`config.mk`:
```
export PLATFORM = sky130hd
export DESIGN_NAME = pipelined_alu
export DESIGN_NICKNAME = d
export VERILOG_FILES = /design/src/rtl/pipelined_alu.sv
export SDC_FILE = /design/constraint.sdc
export NUM_CORES = 1
export LEC_CHECK = 0
export CAP_MARGIN = 10
export CORE_MARGIN = 4
export CORE_UTILIZATION = 40
export CTS_BUF_LIST = sky130_fd_sc_hd__clkbuf_16
export DETAILED_ROUTE_END_ITERATION = 10
export DONT_BUFFER_PORTS = 1
export HOLD_SLACK_MARGIN = 0.03
export PLACE_DENSITY = 0.61
export SYNTH_ARGS = -nofsm -noshare
export SYNTH_HDL_FRONTEND = slang
export SYNTH_SLANG_ARGS = --single-unit
```
`constraint.sdc`:
```
create_clock -name clk -period 4.85 [get_ports clk]
set_input_delay 0.97 -clock clk [delete_from_list [all_inputs] [get_ports clk]]
set_output_delay 0.97 -clock clk [all_outputs]
set_load 0.01 [all_outputs]
```
`src/rtl/pipelined_alu.sv`:
```
// Handshaked, registered ALU with full flags and an optional radix-2 shift-add multiplier.
// One op is accepted per valid/ready transfer; non-MUL results appear after one edge, MUL after W edges.
module pipelined_alu #(
  parameter int W          = 32,
  parameter bit ENABLE_MUL = 1'b1
) (
  input  logic         clk,
  input  logic         rst_n,
  input  logic         in_valid,
  output logic         in_ready,
  input  logic [W-1:0] IN0,
  input  logic [W-1:0] IN1,
  input  logic [3:0]   ALUControl,
  output logic         out_valid,
  input  logic         out_ready,
  output logic [W-1:0] out,
  output logic         Zero,
  output logic         Negative,
  output logic         Carry,
  output logic         Overflow,
  output logic         Illegal
);

  localparam int SHW = $clog2(W);

  localparam logic [1:0] S_IDLE = 2'd0;
  localparam logic [1:0] S_BUSY = 2'd1;
  localparam logic [1:0] S_DONE = 2'd2;

  localparam logic [3:0] OP_ADD  = 4'b0000;
  localparam logic [3:0] OP_SUB  = 4'b0001;
  localparam logic [3:0] OP_OR   = 4'b0010;
  localparam logic [3:0] OP_AND  = 4'b0011;
  localparam logic [3:0] OP_XOR  = 4'b0100;
  localparam logic [3:0] OP_SLT  = 4'b0101;
  localparam logic [3:0] OP_SLTU = 4'b0110;
  localparam logic [3:0] OP_SLL  = 4'b0111;
  localparam logic [3:0] OP_SRL  = 4'b1000;
  localparam logic [3:0] OP_SRA  = 4'b1001;
  localparam logic [3:0] OP_MUL  = 4'b1010;
  localparam logic [3:0] OP_NOR  = 4'b1011;

  logic [1:0]     state_q, state_d;
  logic [W-1:0]   res_q, res_d;
  logic           zero_q, zero_d, neg_q, neg_d, carry_q, carry_d;
  logic           ovf_q, ovf_d, ill_q, ill_d;
  logic [W-1:0]   mcand_q, mcand_d, mplier_q, mplier_d, acc_q, acc_d;
  logic [SHW-1:0] cnt_q, cnt_d;

  logic           accept, is_mul;
  logic [W:0]     sum_w, diff_w;
  logic [SHW-1:0] shamt;
  logic [W-1:0]   alu_res, mul_sum;
  logic           alu_c, alu_v, alu_ill;

  assign in_ready = rst_n & ((state_q == S_IDLE) | ((state_q == S_DONE) & out_ready));
  assign accept   = in_valid & in_ready;
  assign is_mul   = ENABLE_MUL && (ALUControl == OP_MUL);

  assign sum_w   = {1'b0, IN0} + {1'b0, IN1};
  assign diff_w  = {1'b0, IN0} - {1'b0, IN1};
  assign shamt   = IN1[SHW-1:0];
  assign mul_sum = acc_q + (mplier_q[0] ? mcand_q : '0);

  // NOTE: every output of a combinational block gets a default first, so no path leaves it unassigned and no latch is inferred.
  always_comb begin
    alu_res = '0;
    alu_c   = 1'b0;
    alu_v   = 1'b0;
    alu_ill = 1'b0;
    case (ALUControl)
      OP_ADD: begin
        alu_res = sum_w[W-1:0];
        alu_c   = sum_w[W];
        alu_v   = (IN0[W-1] == IN1[W-1]) && (sum_w[W-1] != IN0[W-1]);
      end
      OP_SUB: begin
        alu_res = diff_w[W-1:0];
        alu_c   = ~diff_w[W];
        alu_v   = (IN0[W-1] != IN1[W-1]) && (diff_w[W-1] != IN0[W-1]);
      end
      OP_OR:   alu_res = IN0 | IN1;
      OP_AND:  alu_res = IN0 & IN1;
      OP_XOR:  alu_res = IN0 ^ IN1;
      OP_SLT:  alu_res = {{(W-1){1'b0}}, ($signed(IN0) < $signed(IN1))};
      OP_SLTU: alu_res = {{(W-1){1'b0}}, (IN0 < IN1)};
      OP_SLL:  alu_res = IN0 << shamt;
      OP_SRL:  alu_res = IN0 >> shamt;
      OP_SRA:  alu_res = $signed(IN0) >>> shamt;
      OP_NOR:  alu_res = ~(IN0 | IN1);
      OP_MUL:  alu_ill = ~ENABLE_MUL;
      default: alu_ill = 1'b1;
    endcase
  end

  always_comb begin
    state_d  = state_q;
    res_d    = res_q;
    zero_d   = zero_q;
    neg_d    = neg_q;
    carry_d  = carry_q;
    ovf_d    = ovf_q;
    ill_d    = ill_q;
    mcand_d  = mcand_q;
    mplier_d = mplier_q;
    acc_d    = acc_q;
    cnt_d    = cnt_q;

    if (accept) begin
      if (is_mul) begin
        state_d  = S_BUSY;
        mcand_d  = IN0;
        mplier_d = IN1;
        acc_d    = '0;
        cnt_d    = '0;
      end else begin
        state_d = S_DONE;
        res_d   = alu_res;
        zero_d  = (alu_res == '0);
        neg_d   = alu_res[W-1];
        carry_d = alu_c;
        ovf_d   = alu_v;
        ill_d   = alu_ill;
      end
    end else if ((state_q == S_DONE) && out_ready) begin
      state_d = S_IDLE;
    end

    // One multiplier bit per edge; the last step writes the final sum straight into the result.
    if (state_q == S_BUSY) begin
      acc_d    = mul_sum;
      mcand_d  = mcand_q << 1;
      mplier_d = mplier_q >> 1;
      cnt_d    = cnt_q + 1'b1;
      if (cnt_q == SHW'(W - 1)) begin
        state_d = S_DONE;
        res_d   = mul_sum;
        zero_d  = (mul_sum == '0);
        neg_d   = mul_sum[W-1];
        carry_d = 1'b0;
        ovf_d   = 1'b0;
        ill_d   = 1'b0;
      end
    end
  end

  // NOTE: the multiplier datapath is reset along with the control state so an aborted MUL leaves nothing behind.
  always_ff @(posedge clk or negedge rst_n) begin
    if (!rst_n) begin
      state_q  <= S_IDLE;
      res_q    <= '0;
      zero_q   <= 1'b0;
      neg_q    <= 1'b0;
      carry_q  <= 1'b0;
      ovf_q    <= 1'b0;
      ill_q    <= 1'b0;
      mcand_q  <= '0;
      mplier_q <= '0;
      acc_q    <= '0;
      cnt_q    <= '0;
    end else begin
      state_q  <= state_d;
      res_q    <= res_d;
      zero_q   <= zero_d;
      neg_q    <= neg_d;
      carry_q  <= carry_d;
      ovf_q    <= ovf_d;
      ill_q    <= ill_d;
      mcand_q  <= mcand_d;
      mplier_q <= mplier_d;
      acc_q    <= acc_d;
      cnt_q    <= cnt_d;
    end
  end

  assign out_valid = (state_q == S_DONE);
  assign out       = res_q;
  assign Zero      = zero_q;
  assign Negative  = neg_q;
  assign Carry     = carry_q;
  assign Overflow  = ovf_q;
  assign Illegal   = ill_q;

endmodule

```
==> results.cfg <==
[outcome]
status = completed

[clock_network]
root_buffer = clkbuf_16
cts_resized = 0
hold_buffers = 0
cts_tree = done
clock_latency_ns = 0.50
h-tree-depth = 4
cts_buffers = 17
clockBufferDepth = 2
path_clk_slew_ns = 0.08
cts.sink_count = 140
cts_setup_buffers = 0

[placed_design]
dp_hpwl_mm = 71.1
portBuffers = 0
dpl_cell_area_um2 = 19000
post-place-cells = 2923
preCtsSetupSlack_ns = 0.233
place.gp.congestion = 1.03

[power_and_ir_drop]
p_leak_nw = 8.05
vdd_drop_max_mv = 0.823
powerDensity_nw_per_um2 = 578

[synth]
avgSynthCellArea_um2 = 7.55
ys_types = 103
ys_ff_latch = 140
synth_top_area_share = 0.194
synth_ff_type = dfrtp_1
yosys_warnings = 0
synth_most_common_cell = nor2_1
synth_area_um2 = 18100
yosysTopAreaCell = dfrtp_1
syn_nets = 2610
synthTopCellsByArea = dfrtp_1 (19%), ha_1 (9.5%), nor2_1 (6.5%)
synth_common_cells = nor2_1 (314), nand2_1 (193), a21oi_1 (180), o21ai_0 (142), dfrtp_1 (140)
syn_inst = 2397
synth_enable_flop_cells = 0
synthArstFlopShare = 1.00
synth_seq_area_share = 0.194

[grt]
antenna_found_initial = 1
grt_pass1_wl_mm = 134
grt_use_total = 0.375
grt_overflow_total = 0
grt_max_degree = 142
grt_pass1_vias = 18900

[worst_setup_path]
critical_path.endpoint_type = flip-flop
start_kind = flip-flop
cp_max_fo = 22
rrSetupSlack_ns = 0.30
reg2reg_from = mplier_q[0]$_DFFE_PN0P_
r2r_end = Zero$_DFF_PN0_
path_class = flip-flop to flip-flop
startpoint = mplier_q[0]$_DFFE_PN0P_
worstPathRequired_ns = 5.27
ff2ff_path_depth = 14
worstPathArrival_ns = 4.97
crit_end = Zero$_DFF_PN0_

[drt]
drtIter0Drc = 2960
ant_nets = 0
wl_per_cell_um = 31.5
vias = 20500
dr.pass1.iters = 8
drt-total-wl_mm = 93.1
drc = 0
avgViaCountPerCell = 6.92

[timing]
fmax_ghz = 0.220
tns_ns = 0
finalHoldViolCount = 0
period_share = 0.938
finClkSkew_ns = 0.0116
slew_headroom = 0.215
rsz0062_at_grt = no
final_max_slew_viol_count = 0
finalSetupViolCount = 0
whs_ns = 0.159
fin_crit_ns = 4.55
setup_ws_ns = 0.299
worst_pin_slew_ns = 1.16

[floorplan]
num_rows = 77
fp.coreArea_um2 = 44500
dieHeight_um = 221
initial_core_util = 0.407
die_w_um = 221
dieArea_um2 = 48700
io_pins = 111

[layout]
area_delta_synth_final_pct = 8.07
fin_nets = 2563
fin_area_um2 = 19600
final_cells = 2956
drive_gt1_frac = 0.106

[run]
drv_cap = 0

[worst_hold_path]
hold_class = input port to asynchronous set/reset pin
==> cell type report <==
class	instances	area [um^2]
inverter	115	432
fill	4596	25000
sequential	140	3500
antenna	1	2.50
tap	592	741
clock buffer	17	425
timing repair buffer	121	921
multi-input combinational	1955	13400
clock inverter	15	165
==> cell families (layout without fill, tap and decap cells) <==
group,Yosys count,in the layout,synth area share
compound gates,831,831,0.310
buf+inv,302,268,0.0703
other cells,0,1,0
mux,125,125,0.0975
xor+xnor,40,40,0.0202
flops,140,140,0.194
fa+ha+maj,141,141,0.0987
simple gates,818,818,0.210
==> worst max-delay path: stages, from the launching register on <==
cell,delay (ns)
dfrtp_1,0.84
and2_1,0.23
ha_1,0.22
fa_1,0.23
a21oi_1,0.11
o211ai_1,0.27
a31oi_1,0.21
o31ai_1,0.65
xnor2_1,0.21
nand2_1,0.10
nor4b_1,0.37
nand4_1,0.16
nor4_1,0.51
nand4_1,0.23
o211ai_2,0.11
==> registers in the layout (all words and copies together), names as in the netlist <==
| signal | cells |
|---|---|
| Carry | 1 |
| Illegal | 1 |
| Negative | 1 |
| Overflow | 1 |
| Zero | 1 |
| acc_q | 32 |
| cnt_q | 5 |
| mcand_q | 32 |
| mplier_q | 32 |
| out | 32 |
| state_q | 2 |
==> how the worst min path moves through the flow <==
stage	endpoint	slack (ns)	cells after the start
after floorplan	cnt_q[3]$_DFFE_PN0P_	0.45	1
after global placement	acc_q[31]$_DFFE_PN0P_	0.47	1
after detailed placement	mplier_q[20]$_DFFE_PN0P_	0.49	2
after CTS	mplier_q[11]$_DFFE_PN0P_	0.13	0
after global routing	mplier_q[10]$_DFFE_PN0P_	0.14	0
final	mplier_q[10]$_DFFE_PN0P_	0.16	0
==> stage by stage <==
| stage | util | total power, W |
|---|---|---|
| 2_1_floorplan | - | 0.00656 |
| 3_3_place_gp | 0.426 | 0.00968 |
| 3_5_place_dp | 0.426 | 0.00975 |
| 4_1_cts | 0.439 | 0.0112 |
| 5_1_grt | 0.439 | 0.0120 |
| 6_report | 0.439 | 0.0113 |
==> placed cells by master, fill, tap and decap left out, types with 8 or more instances in the layout <==
cell type / instances
o22ai_1: 84
xor2_1: 19
and2_1: 41
inv_1: 111
a31oi_1: 26
a221o_1: 12
o21ai_0: 142
nand2b_1: 30
a221oi_1: 44
a21oi_1: 179
o31ai_1: 18
xnor2_1: 20
a211oi_1: 40
nor4_1: 11
or3_1: 10
o221ai_1: 23
nor2_1: 314
mux2_2: 20
a22o_1: 8
a22oi_1: 34
buf_4: 120
dfrtp_1: 140
o21a_1: 13
a211o_1: 8
nand4_1: 30
mux4_2: 33
and3_1: 11
o2111ai_1: 9
mux2i_1: 56
clkbuf_16: 17
a21o_1: 29
o21ai_1: 8
a2111oi_0: 12
nand3_1: 64
nor2b_1: 21
o211ai_1: 36
nand2_1: 192
o21bai_1: 21
nor3_1: 48
ha_1: 138
==> power by group <==
| group | total (W) | switching [W] | leakage (nW) | internal (W) |
|---|---|---|---|---|
| Combinational | 0.00763 | 0.00467 | 6.16 | 0.00296 |
| Clock | 0.00140 | 0.000709 | 0.287 | 0.000691 |
| Sequential | 0.00228 | 0.000570 | 1.60 | 0.00171 |
==> routing by layer <==
layer	wire [um]	GRT usage	part of all wire
met1	38600	0.518	0.41
met2	39000	0.552	0.42
met3	10200	0.0886	0.11
met4	5340	0.181	0.057
met5	0	0	0
No activity file was read; power rests on OpenSTA's default activity.
